--- src/rtl/dpram_stream_fifo.sv ---
// Valid/ready FIFO controller in front of a dual-port RAM (port 1 write, port 2 read).
// A 2-entry output buffer hides the 1-cycle RAM read latency, giving first-word-fall-through output.
module dpram_stream_fifo #(
    parameter int ADDR_WIDTH = 10,
    parameter int DATA_WIDTH = 32
) (
    input  logic                  clk,
    input  logic                  rst_n,
    input  logic                  wr_valid,
    output logic                  wr_ready,
    input  logic [DATA_WIDTH-1:0] wr_data,
    output logic                  rd_valid,
    input  logic                  rd_ready,
    output logic [DATA_WIDTH-1:0] rd_data,
    output logic [ADDR_WIDTH+1:0] count,
    output logic [ADDR_WIDTH-1:0] ram_waddr,
    output logic                  ram_we,
    output logic [DATA_WIDTH-1:0] ram_wdata,
    output logic [ADDR_WIDTH-1:0] ram_raddr,
    input  logic [DATA_WIDTH-1:0] ram_rdata
);

    localparam logic [ADDR_WIDTH:0] FULL_CNT = {1'b1, {ADDR_WIDTH{1'b0}}};
    localparam logic [ADDR_WIDTH:0] PTR_INC  = {{ADDR_WIDTH{1'b0}}, 1'b1};

    typedef enum logic [1:0] {
        EMPTY = 2'd0,
        ONE   = 2'd1,
        TWO   = 2'd2
    } occ_t;

    logic [ADDR_WIDTH:0]   r_wptr;
    logic [ADDR_WIDTH:0]   r_rptr;
    logic [ADDR_WIDTH:0]   r_ramCnt;
    logic                  r_inflight;
    occ_t                  r_occ;
    logic [DATA_WIDTH-1:0] r_head;
    logic [DATA_WIDTH-1:0] r_tail;

    logic                  w_push;
    logic                  w_pop;
    logic                  w_issue;
    logic [1:0]            w_occBits;
    logic [2:0]            w_slots;

    assign w_occBits = r_occ;

    assign wr_ready  = (r_ramCnt != FULL_CNT);
    assign w_push    = wr_valid && wr_ready;
    assign ram_we    = w_push;
    assign ram_waddr = r_wptr[ADDR_WIDTH-1:0];
    assign ram_wdata = wr_data;
    assign ram_raddr = r_rptr[ADDR_WIDTH-1:0];

    assign rd_valid  = (r_occ != EMPTY);
    assign rd_data   = r_head;
    assign w_pop     = rd_valid && rd_ready;

    // A read is issued only if its word will have a buffer slot when it returns.
    assign w_slots   = {1'b0, w_occBits} + {2'b00, r_inflight};
    assign w_issue   = (r_ramCnt != '0) && (w_slots < (3'd2 + {2'b00, w_pop}));

    assign count = {1'b0, r_ramCnt}
                 + {{(ADDR_WIDTH+1){1'b0}}, r_inflight}
                 + {{ADDR_WIDTH{1'b0}}, w_occBits};

    always_ff @(posedge clk or negedge rst_n) begin
        if (!rst_n) begin
            r_wptr     <= '0;
            r_rptr     <= '0;
            r_ramCnt   <= '0;
            r_inflight <= 1'b0;
        end else begin
            if (w_push) begin
                r_wptr <= r_wptr + PTR_INC;
            end
            if (w_issue) begin
                r_rptr <= r_rptr + PTR_INC;
            end
            r_inflight <= w_issue;
            case ({w_push, w_issue})
                2'b10:   r_ramCnt <= r_ramCnt + PTR_INC;
                2'b01:   r_ramCnt <= r_ramCnt - PTR_INC;
                default: r_ramCnt <= r_ramCnt;
            endcase
        end
    end

    // Head is the registered output word; tail only holds the second word in TWO.
    always_ff @(posedge clk or negedge rst_n) begin
        if (!rst_n) begin
            r_occ  <= EMPTY;
            r_head <= '0;
            r_tail <= '0;
        end else begin
            case (r_occ)
                EMPTY: begin
                    if (r_inflight) begin
                        r_head <= ram_rdata;
                        r_occ  <= ONE;
                    end
                end
                ONE: begin
                    if (r_inflight && w_pop) begin
                        r_head <= ram_rdata;
                    end else if (r_inflight) begin
                        r_tail <= ram_rdata;
                        r_occ  <= TWO;
                    end else if (w_pop) begin
                        r_occ  <= EMPTY;
                    end
                end
                TWO: begin
                    if (w_pop) begin
                        r_head <= r_tail;
                        r_occ  <= ONE;
                    end
                end
                default: r_occ <= EMPTY;
            endcase
        end
    end

    a_noCaptureWhenFull: assert property (@(posedge clk) disable iff (!rst_n)
        !(r_occ == TWO && r_inflight));

    a_cntMatchesPtrs: assert property (@(posedge clk) disable iff (!rst_n)
        r_ramCnt == (r_wptr - r_rptr));

endmodule

--- config.mk ---
export PLATFORM = sky130hd
export DESIGN_NAME = dpram_stream_fifo
export DESIGN_NICKNAME = d
export VERILOG_FILES = /design/src/rtl/dpram_stream_fifo.sv
export SDC_FILE = /design/constraint.sdc
export NUM_CORES = 1
export LEC_CHECK = 0
export ABC_AREA = 1
export BUFFER_PORTS_ARGS = -buffer_cell sky130_fd_sc_hd__buf_2
export CAP_MARGIN = 20
export CORE_MARGIN = 3
export CORE_UTILIZATION = 55
export DETAILED_ROUTE_END_ITERATION = 6
export GPL_TIMING_DRIVEN = 0
export PLACE_DENSITY = 0.92
export SYNTH_ARGS = -nofsm -noshare
export SYNTH_HDL_FRONTEND = slang
export SYNTH_SLANG_ARGS = --single-unit
--- constraint.sdc ---
create_clock -name clk -period 7.89 [get_ports clk]
set_clock_uncertainty 0.1 [all_clocks]
set_input_delay 0.3945 -clock clk [delete_from_list [all_inputs] [get_ports clk]]
set_output_delay 0.3945 -clock clk [all_outputs]
set_load 0.1 [all_outputs]
-- Word level (Yosys, flattened, before mapping)
Cells that the tools add are included.
- add/subtract/negate cells: 8
- order comparisons: 1
- eq/ne operators: 10
- multiplexer cells: 11
- bitwise gates (word level): 1
- reduce and logical (&&, ||, !) cells: 12
- operators with widths (kind ; count):
    2-to-1 mux 32 bit ; 3
    case mux 32 bit (3 select lines) ; 1
    adder 11 x 1 -> 11 bit, second input constant ; 3
    case mux 11 bit (2 select lines) ; 1
    adder 11 x 1 -> 12 bit ; 1
    adder 12 x 2 -> 12 bit ; 1
    != test 11 bit, second input constant ; 1
    nonzero test 11 bit ; 1
    subtractor 11 x 1 -> 11 bit, second input constant ; 1
    2-to-1 mux 2 bit ; 5
    != test 2 bit, second input constant ; 4
    AND reduction 4 bit ; 2
    case mux 2 bit (3 select lines) ; 1
    equality test 2 x 1 -> 1 bit, second input constant ; 2
    equality test 2 bit, second input constant ; 2
    logical AND 1 bit ; 4
    nonzero test 2 bit ; 2
    adder 2 x 1 -> 3 bit ; 1
    adder 2 x 1 -> 3 bit, first input constant ; 1
    less-than comparator 3 bit ; 1
    != test 3 bit, second input constant ; 1
    AND reduction 3 bit ; 1
    nonzero test 3 bit ; 1
    zero test 2 bit ; 1
    inverter 1 bit ; 1
- register bits: 100
- input bits: 68
- output and inout bits: 99
- logic and storage cells: 50

-- Longest topological paths before layout
Gate-level depths: netlist (run 1).
- depth in word-level cells: 7
- gate-level depth with buffers: 17
- mapped depth without buffers: 17

-- Worst setup path before layout (run 1)
No wires, ideal clock.
- path kind: flip-flop to output port
- from: reg r_occ[0]
- to: out count[11]
- arrival time: 3.604 ns
- required time: 7.396 ns
- path slack: 3.791 ns
- cell stages (with the launch flop): 11
- buffers on the path: 1
- path through: dfrtp_1 inv_2 clkbuf_1 fa_1 inv_1 nand3_1 nand2_1 nand2_1 nor2_1 nand2_1 nor3_1
- longest elaborated chain between the ends: 1
- ends and longest elaborated chain (what ; RTL line ; text):
    from (decl) ; 36 ; occ_t r_occ;
    from (signal assigned) ; 92 ; r_occ <= EMPTY;
    from (signal assigned) ; 100 ; r_occ <= ONE;
    from (signal assigned) ; 108 ; r_occ <= TWO;
    adder 12 x 2 -> 12 bit ; 65 ; + {{ADDR_WIDTH{1'b0}}, w_occBits};
    to (decl) ; 15 ; output logic [ADDR_WIDTH+1:0] count,
No other way between the ends.

-- Worst setup path in the final report (run 1)
- from: reg r_occ[0]
- to: out count[10]
The elaborated chain is that of the path after synthesis.

==> results.py, run 1 <==
metrics = {
    "floorplanning": {
        "io_pins": 167,
        "core_area_um2": 9819,
        "fp.dieH_um": 106.6,
        "num_rows": 36,
        "die_x_um": 106.6,
        "initial_core_util_pct": 56.70,
        "dieArea_um2": 11370,
    },
    "synth": {
        "synth_ff_type": "dfrtp_1",
        "synthDominantCellAreaShare_pct": 44.04,
        "ys_warn_count": 0,
        "synth-edff-count": 0,
        "avgSynthCellArea_um2": 8.501,
        "yosysTopAreaCell": "dfrtp_1",
        "syn_nets": 741,
        "syn_inst": 655,
        "ys_top_cells_by_area": "dfrtp_1 44%, nand2_1 12%, a31oi_2 4.5%",
        "synth.yosys.seq_area_share_pct": 44.04,
        "ys_types": 33,
        "synth.most_common_cell": "nand2_1",
        "synth_async_sr_flop_share_pct": 100.0,
        "ys_seq_elements": 98,
        "synth_area_um2": 5568,
        "ys_top_cells_by_count": "174 x nand2_1, 98 x dfrtp_1, 59 x inv_1, 59 x nor2_1, 45 x o21ai_0",
    },
    "min_path": {
        "hold_class": "in2reg",
    },
    "timing": {
        "hold_ws_ns": 0.1643,
        "max_slew_margin_pct": 65.82,
        "grt_setup_unrepaired": "no",
        "setup_viol": 0,
        "drv_slew": 0,
        "setup_tns_ns": 0,
        "min_period_ns": 3.770,
        "hold_viol": 0,
        "finalCritPeriodShare_pct": 47.79,
        "worst-slew-pin-transition_ns": 0.5126,
        "clock.fmax_mhz": 265.2,
    },
    "cts": {
        "cts_sinks": 98,
        "tritoncts": "yes",
        "post_cts_resized": 0,
        "clockBufferDepth": 2,
        "cts_buffers": 9,
        "cts_setup_buffers": 0,
        "insertion_delay_ns": 0.36,
        "clkTransAtPathRegs_ns": 0.11,
        "ctsHoldBuffers": 1,
        "cts.root.buffer_cell": "clkbuf_8",
        "h-tree-depth": 3,
    },
    "drt": {
        "first_pass_iters": 4,
        "viasPerCell": 5.074,
        "route.antenna.remaining_nets": 0,
        "wl_per_cell_um": 13.38,
        "vias": 4770,
        "totalWireLength_um": 12570,
        "drt-initial-drc-count": 266,
        "drc_errors": 0,
    },
    "worst_setup_path": {
        "endpoint_kind": "output pin",
        "cp_max_fo": 10,
        "cp.arrival_ns": 3.28,
        "required_ns": 7.40,
        "worst-setup-path-type": "reg2out",
        "critPathLaunchType": "flip-flop",
    },
    "grt": {
        "overflow": 0,
        "grt_start_max_net_pins": 66,
        "grt_pass1_vias": 4577,
        "antenna_found_initial": 1,
        "grt_pass1_wl_um": 20800,
        "track_usage_pct": 22.53,
    },
    "finish": {
        "insertedDiodeCount": 0,
        "nets": 888,
        "drive_gt1_share_pct": 30.48,
        "area_growth_pct": 19.73,
    },
    "placement": {
        "dpl.hpwl_um": 9661,
        "finalWeightedCongestion": 0.8913,
        "port_buffers": 134,
    },
    "outcome": {
        "status": "completed",
    },
    "job": {
        "cap_viol_max_count": 0,
    },
}
==> final cells by class <==
type	count	area [um2]
multi-input combinational	439	2482
fill	774	3153
timing repair buffer	136	710.7
inverter	63	241.5
sequential	98	2452
clock inverter	7	97.59
clock buffer	9	123.9
tap	133	166.4
buffer	55	391.6
==> worst max-delay path, stage by stage, from the launching register on <==
cell      delay, ns
dfrtp_1        0.44
inv_2          0.08
clkbuf_1       0.24
fa_1           0.42
inv_1          0.10
fa_1           0.22
nand2_1        0.07
nor2_1         0.19
nand3_1        0.16
nor2_1         0.21
nand3_1        0.13
xor2_1         0.18
buf_2          0.46
==> registers in the layout, summed over array words and instances (netlist names) <==
register,flops
r_tail,32
r_ramCnt,11
r_occ,2
r_inflight,1
rd_data,32
r_rptr,10
r_wptr,10
==> final timing paths <==
kind | start | end | slack, ns | cells after the start
max | r_occ[0]$_DFFE_PN0P_ | count[10] | 4.12 | 12
min | ram_rdata[7] | r_tail[7]$_DFFE_PN0P_ | 0.16 | 2
max reg2reg | r_occ[0]$_DFFE_PN0P_ | r_ramCnt[8]$_DFFE_PN0P_ | 4.50 | 13
min reg2reg | r_tail[31]$_DFFE_PN0P_ | r_tail[31]$_DFFE_PN0P_ | 0.39 | 2
max in group asynchronous | rst_n | r_rptr[8]$_DFFE_PN0P_ | 6.61 | 3
min in group asynchronous | rst_n | rd_data[4]$_DFFE_PN0P_ | 0.41 | 2
==> layout by cell type (no fill, tap or decap), types with 3 or more instances in the layout <==
cell      netlist  layout
nand2_1       174     174
buf_2           3     136
dfrtp_1        98      98
nor2_1         59      59
inv_1          59      59
o21ai_0        45      45
nand3_1        43      43
buf_4          32      33
xor2_1         21      21
mux2_2         20      20
a31oi_2        20      20
ha_1           15      15
clkbuf_1       11      11
clkbuf_8        0       9
a21oi_1         6       6
nor3_1          6       6
o21ai_1         6       6
buf_6           5       5
nand4_1         4       4
nand2_4         3       3
inv_2           3       3
nand3b_1        3       3
xnor2_1         3       3
inv_6           1       3
fa_1            3       3
==> metal layers <==
| metal | track usage, % | routed length [um] |
|---|---|---|
| met1 | 28.76 | 5376 |
| met2 | 38.04 | 6017 |
| met3 | 6.803 | 1001 |
| met4 | 4.932 | 163 |
| met5 | 0 | 13 |
==> stage by stage <==
stage	utilization [%]	setup WS (ns)	instances	cell area, um2
global placement	65.23	4.625	922	6405
detailed placement	65.53	4.582	923	6435
global route	67.89	3.879	940	6666
CTS	67.89	4.075	940	6666
floorplan	-	3.791	655	5568
finish	67.89	4.120	940	6666
==> cell families (layout without fill, tap and decap cells) <==
family,count (synthesis),count (layout),share of synthesized area [%]
AO/OA/AOI/OAI,80,80,9.978
XOR/XNOR,24,24,3.775
adder cells (fa/ha/maj),18,18,4.449
buffers and inverters,118,270,11.37
flip-flops,98,98,44.04
multiplexers,20,20,4.045
AND/OR/NAND/NOR,297,297,22.34
Power of run 1 is left out: the tool's default activity adds up to more than one toggle a clock period on the data nets, which glitch-free logic cannot reach.
==> run 2: changes to the inputs <==
Settings changed: ABC_AREA 1 to 0, CORE_UTILIZATION 55 to 46, PLACE_DENSITY 0.92 to 0.85.
Clock period 7.89 ns to 3.05 ns, I/O delays scaled along.
==> results.py, run 2 <==
metrics = {
    "cts": {
        "insertion_delay_ns": 0.37,
        "clkTransAtPathRegs_ns": 0.10,
        "clockBufferDepth": 2,
        "h-tree-depth": 3,
        "cts.root.buffer_cell": "clkbuf_8",
        "cts_buffers": 9,
        "cts_sinks": 98,
        "tritoncts": "yes",
    },
    "synth": {
        "ys_top_cells_by_area": "dfrtp_1 48%, mux2_2 6.9%, mux2i_1 6.5%",
        "synth_area_um2": 5065,
        "synthMuxAreaShare_pct": 14.08,
        "ys_warn_count": 0,
        "syn_nets": 541,
        "synth_xor_area_share_pct": 5.879,
        "synth-edff-count": 0,
        "avgSynthCellArea_um2": 11.13,
        "synth_top_family_by_area": "multiplexers",
        "synthDominantCellAreaShare_pct": 48.42,
        "synth.yosys.seq_area_share_pct": 48.42,
        "synthAdderAreaFrac_pct": 4.891,
        "ys_seq_elements": 98,
        "synth.most_common_cell": "dfrtp_1",
        "synth-compound-area-share_pct": 9.017,
        "synth_ff_type": "dfrtp_1",
        "syn_inst": 455,
        "ys_top_cells_by_count": "98 x dfrtp_1, 44 x nor2_1, 37 x a21oi_1",
        "yosys.area_share.simple_pct": 10.87,
        "yosysTopAreaCell": "dfrtp_1",
        "synth_async_sr_flop_share_pct": 100.0,
        "ys_types": 51,
    },
    "job": {
        "cap_viol_max_count": 0,
    },
    "worst_setup_path": {
        "worst-setup-path-type": "reg2reg",
        "setup.worst_path.end": "r_ramCnt[10]$_DFFE_PN0P_",
        "crit_chain": "ha_1 -> nand2b_1 -> o21ai_2 -> o211ai_4 -> inv_2 -> ha_4 -> ha_4 -> a2111o_1 -> o21bai_2 -> a41oi_2 -> mux2i_1 -> xnor2_1",
        "critPathMostFrequentCell": "ha_4",
        "cp_max_fo": 7,
        "r2r_end": "r_ramCnt[10]$_DFFE_PN0P_",
        "endpoint_kind": "flip-flop",
        "critPathLaunchType": "flip-flop",
        "r2r_setup_slack_ns": -0.12,
        "cp.arrival_ns": 3.31,
        "slowest_delay_ns": 0.45,
        "crit_start": "r_occ[0]$_DFFE_PN0P_",
        "required_ns": 3.20,
        "rr_startpoint": "r_occ[0]$_DFFE_PN0P_",
        "slowest_stage": "dfrtp_2",
        "rr_worst_depth": 12,
    },
    "finish": {
        "layout_common_cells": "137 x buf_2, 90 x dfrtp_1, 63 x buf_4",
        "final_common_cell": "buf_2",
        "area_growth_pct": 37.45,
        "fillers": 758,
        "drive_gt1_share_pct": 44.41,
        "nets": 752,
        "insertedDiodeCount": 0,
        "final_cell_area_um2": 6962,
        "finalCoreUtilization_pct": 66.25,
    },
    "timing": {
        "clock.fmax_mhz": 315.9,
        "min_period_ns": 3.166,
        "setup_tns_ns": -0.2417,
        "setup_viol": 3,
        "max_slew_margin_pct": 56.30,
        "worst-slew-pin-transition_ns": 0.6555,
        "grt_setup_unrepaired": "yes",
        "setup_slack_ns": -0.1159,
        "drv_slew": 0,
        "hold_viol": 0,
        "finalCritPeriodShare_pct": 103.8,
    },
    "drt": {
        "route.antenna.remaining_nets": 0,
        "wl_per_cell_um": 16.11,
        "totalWireLength_um": 13000,
        "vias": 4185,
        "first_pass_iters": 4,
        "drt-initial-drc-count": 266,
        "viasPerCell": 5.186,
        "drc_errors": 0,
    },
    "floorplanning": {
        "num_rows": 37,
        "io_pins": 167,
        "initial_core_util_pct": 48.20,
        "die_x_um": 110.9,
        "core_area_um2": 10510,
        "dieArea_um2": 12310,
        "fp.dieH_um": 110.9,
    },
    "outcome": {
        "status": "finished with violations",
        "violations": "setup timing",
    },
    "grt": {
        "overflow": 0,
        "track_usage_pct": 20.12,
        "grt_pass1_wl_um": 20560,
        "grt_start_max_net_pins": 51,
        "antenna_found_initial": 0,
        "grt_pass1_vias": 4192,
    },
    "placement": {
        "port_buffers": 134,
        "finalWeightedCongestion": 0.8198,
        "dpl.hpwl_um": 8826,
        "post-place-ws_ns": -0.5581,
        "placed_cell_area_um2": 6017,
    },
    "min_path": {
        "hold_class": "in2reg",
        "hp-start": "wr_valid",
        "min_path_cells": 5,
    },
}
## run 2: cell types whose count changed in the layout (fill, tap and decap cells not counted), moves of 11 or more
cell / before / now
mux2i_1: 0 / 33
nor2_1: 59 / 42
o21ai_0: 45 / 3
nand2_1: 174 / 20
buf_4: 33 / 63
xnor2_1: 3 / 14
a31oi_2: 20 / 0
nand3_1: 43 / 11
dlygate4sd3_1: 1 / 34
inv_1: 59 / 9
a21oi_1: 6 / 36
mux2_2: 20 / 31
## run 2: logic make-up (layout without fill, tap and decap cells)
group,after synthesis,after routing
AO/OA/AOI/OAI,71,71
XOR/XNOR,34,34
adder cells (fa/ha/maj),18,18
buffers and inverters,58,274
flip-flops,98,98
multiplexers,67,67
AND/OR/NAND/NOR,109,109
## run 2: layer usage
| layer | vias up | track usage [%] | wire, um |
|---|---|---|---|
| met2 | 142 | 34.34 | 6670 |
| met5 | - | 0 | 0 |
| met1 | 2054 | 25.61 | 5446 |
| met3 | 16 | 3.876 | 712 |
| li1 | 1973 | - | - |
| met4 | 0 | 6.897 | 168 |
## run 2: layout make-up
type	count	area [um2]	area share (%)
tap	136	170.2	2.444
sequential	98	2462	35.37
clock buffer	9	123.9	1.779
clock inverter	7	93.84	1.348
multi-input combinational	299	2472	35.51
timing repair buffer	200	1292	18.57
inverter	11	41.29	0.5931
buffer	47	305.3	4.385
## run 2: worst min path at each step
stage | endpoint | slack, ns
6_report | r_wptr[1]$_DFFE_PN0P_ | 0.15
3_5_place_dp | r_tail[13]$_DFFE_PN0P_ | 0.13
5_1_grt | r_wptr[1]$_DFFE_PN0P_ | 0.16
4_1_cts | r_wptr[1]$_DFFE_PN0P_ | 0.03
3_3_place_gp | r_occ[1]$_DFFE_PN0P_ | 0.28
2_1_floorplan | r_inflight$_DFF_PN0_ | -0.24
## run 2: repair_timing
| item | CTS | global route |
|---|---|---|
| setup buffers | 15 | 16 |
| setup endpoints to repair | 12 | 12 |
| gates resized for setup | 16 | 22 |
| endpoints found under the hold margin | 93 | 0 |
| pin swaps | 8 | 23 |
| hold buffers | 34 | 0 |
## run 2: stage by stage
step	std cells	hold slack (ns)
6_report	807	0.1501
5_1_grt	807	0.1558
4_1_cts	791	0.02872
3_5_place_dp	726	0.1276
3_3_place_gp	725	0.2787
2_1_floorplan	455	-0.2431
## run 2: worst max-delay path: cells and delay by family, from the launching register on
family | cells | cell delay (ns)
AOI/OAI and AO/OA | 5 | 1.17
xor gates and xnor gates | 1 | 0.10
adders and majority gates | 3 | 0.72
buffers and inverters | 1 | 0.09
DFF | 1 | 0.45
muxes | 1 | 0.26
and+or+nand+nor | 1 | 0.15
Power of run 2 is left out for the same reason.
==> run 3: changes to the inputs <==
Settings changed: CORE_UTILIZATION 46 to 55, GPL_TIMING_DRIVEN 0 to unset, PLACE_DENSITY 0.85 to 0.94.
Clock period 3.05 ns to 3.7 ns, I/O delays scaled along.
==> results.py, run 3 (same netlist as run 2, synthesis figures left out) <==
metrics = {
    "placement": {
        "port_buffers": 102,
        "dpl.hpwl_um": 7604,
        "post-place-ws_ns": 0.09648,
        "finalWeightedCongestion": 0.8198,
        "place_inst": 626,
    },
    "cts": {
        "cts.root.buffer_cell": "clkbuf_8",
        "clockBufferDepth": 2,
        "cts_sinks": 98,
        "h-tree-depth": 3,
        "cts_buffers": 9,
        "insertion_delay_ns": 0.36,
        "clkTransAtPathRegs_ns": 0.11,
        "tritoncts": "yes",
    },
    "drt": {
        "first_pass_iters": 4,
        "route.antenna.remaining_nets": 0,
        "drt-initial-drc-count": 107,
        "totalWireLength_um": 11740,
        "vias": 3791,
        "wl_per_cell_um": 17.34,
        "drc_errors": 0,
        "viasPerCell": 5.600,
    },
    "finish": {
        "multi_input_area_um2": 2312,
        "fillers": 628,
        "insertedDiodeCount": 0,
        "nets": 650,
        "finalCoreUtilization_pct": 68.59,
        "seqCellArea_um2": 2452,
        "area_growth_pct": 19.84,
        "final_cells": 677,
        "layout_common_cells": "101 x buf_2, 98 x dfrtp_1, 44 x nor2_1",
        "final_common_cell": "buf_2",
        "drive_gt1_share_pct": 31.11,
    },
    "floorplanning": {
        "die_x_um": 102.0,
        "io_pins": 167,
        "initial_core_util_pct": 57.24,
        "dieArea_um2": 10400,
        "fp.dieH_um": 102.0,
        "core_area_um2": 8848,
        "num_rows": 34,
    },
    "worst_setup_path": {
        "crit_chain": "nor4_4 -> nand3_1 -> o211ai_2 -> inv_1 -> ha_4 -> ha_1 -> a2111o_1 -> o21bai_2 -> a41oi_2 -> mux2i_1 -> xnor2_1",
        "critPathBufInv": 1,
        "r2r_end": "r_ramCnt[10]$_DFFE_PN0P_",
        "worst-setup-path-type": "reg2reg",
        "critPathLaunchType": "flip-flop",
        "slowest_stage": "dfrtp_1",
        "cp_max_fo": 12,
        "cp.arrival_ns": 3.57,
        "required_ns": 3.87,
        "slowest_delay_ns": 0.49,
        "rr_startpoint": "r_ramCnt[7]$_DFFE_PN0P_",
        "path_delay_family": "compound AO/OA/AOI/OAI gates",
        "r2r_setup_slack_ns": 0.30,
        "rr_worst_depth": 11,
        "endpoint_kind": "flip-flop",
    },
    "min_path": {
        "hold_class": "in2reg",
        "hp-start": "wr_valid",
        "min_path_cells": 4,
        "hold_end": "r_wptr[1]$_DFFE_PN0P_",
    },
    "timing": {
        "grt_setup_unrepaired": "no",
        "drv_slew": 0,
        "setup_tns_ns": 0,
        "finalCritPeriodShare_pct": 91.82,
        "max_slew_margin_pct": 39.57,
        "worst-slew-pin-transition_ns": 0.9065,
        "min_period_ns": 3.398,
        "setup_viol": 0,
        "hold_viol": 0,
        "setup_slack_ns": 0.3025,
        "clock.fmax_mhz": 294.3,
    },
    "grt": {
        "grt_start_max_net_pins": 71,
        "antenna_found_initial": 0,
        "grt_pass1_wl_um": 18350,
        "track_usage_pct": 22.31,
        "grt_pass1_vias": 3846,
        "overflow": 0,
    },
    "outcome": {
        "status": "completed",
    },
    "job": {
        "cap_viol_max_count": 0,
    },
}
[run 3: cell types whose count changed in the layout (fill, tap and decap cells not counted), sizes merged]
cell,delta
clkinvlp,+1
inv,-1
clkinv,+1
clkbuf,-9
buf,-93
bufinv,-1
[run 3: layout make-up]
cell class / instances / share of cell area (%)
Sequential cell: 98 / 40.40
Multi-Input combinational cell: 299 / 38.10
Timing Repair Buffer: 145 / 15.38
Tap cell: 108 / 2.226
Clock buffer: 9 / 2.041
Clock inverter: 7 / 1.175
Inverter: 11 / 0.6803
[run 3: per-layer routing]
metal | vias to the layer above | global-route usage [%] | share of wire, %
met5 | - | 0 | 0
met4 | 0 | 8.274 | 1.7
met3 | 33 | 4.505 | 5.2
met2 | 129 | 38.93 | 52
met1 | 1856 | 27.38 | 41
li1 | 1773 | - | -
[run 3: worst max-delay path by stage]
stage	from	end	slack [ns]	depth (start not counted)
global placement	r_inflight$_DFF_PN0_	r_ramCnt[10]$_DFFE_PN0P_	0.26	12
finish	r_ramCnt[7]$_DFFE_PN0P_	r_ramCnt[10]$_DFFE_PN0P_	0.30	11
global route	r_ramCnt[7]$_DFFE_PN0P_	r_ramCnt[10]$_DFFE_PN0P_	0.04	11
CTS	r_inflight$_DFF_PN0_	r_ramCnt[10]$_DFFE_PN0P_	0.05	12
floorplan	r_ramCnt[1]$_DFFE_PN0P_	r_ramCnt[10]$_DFFE_PN0P_	0.14	10
detailed placement	r_inflight$_DFF_PN0_	r_ramCnt[10]$_DFFE_PN0P_	0.1	12
[run 3: metrics by stage]
stage	hold slack, ns	cell area (um2)
after global routing	0.08925	6070
after CTS	0.05010	6028
after detailed placement	0.2680	5493
after floorplan	-0.2106	5074
final	0.08813	6070
after global placement	0.2567	5493
[run 3: tightest hold or removal path, stage by stage]
cell,delay [ns]
buf_2,0.11
nand2_2,0.10
nand2_1,0.08
nand2_1,0.05
[run 3: what timing repair did]
item / CTS / global route
hold endpoints to repair: 102 / 0
buffers inserted: 0 / 0
setup endpoints to repair: 0 / 3
resized for setup: 0 / 3
hold buffers: 34 / 0
Power of run 3 is left out for the same reason.
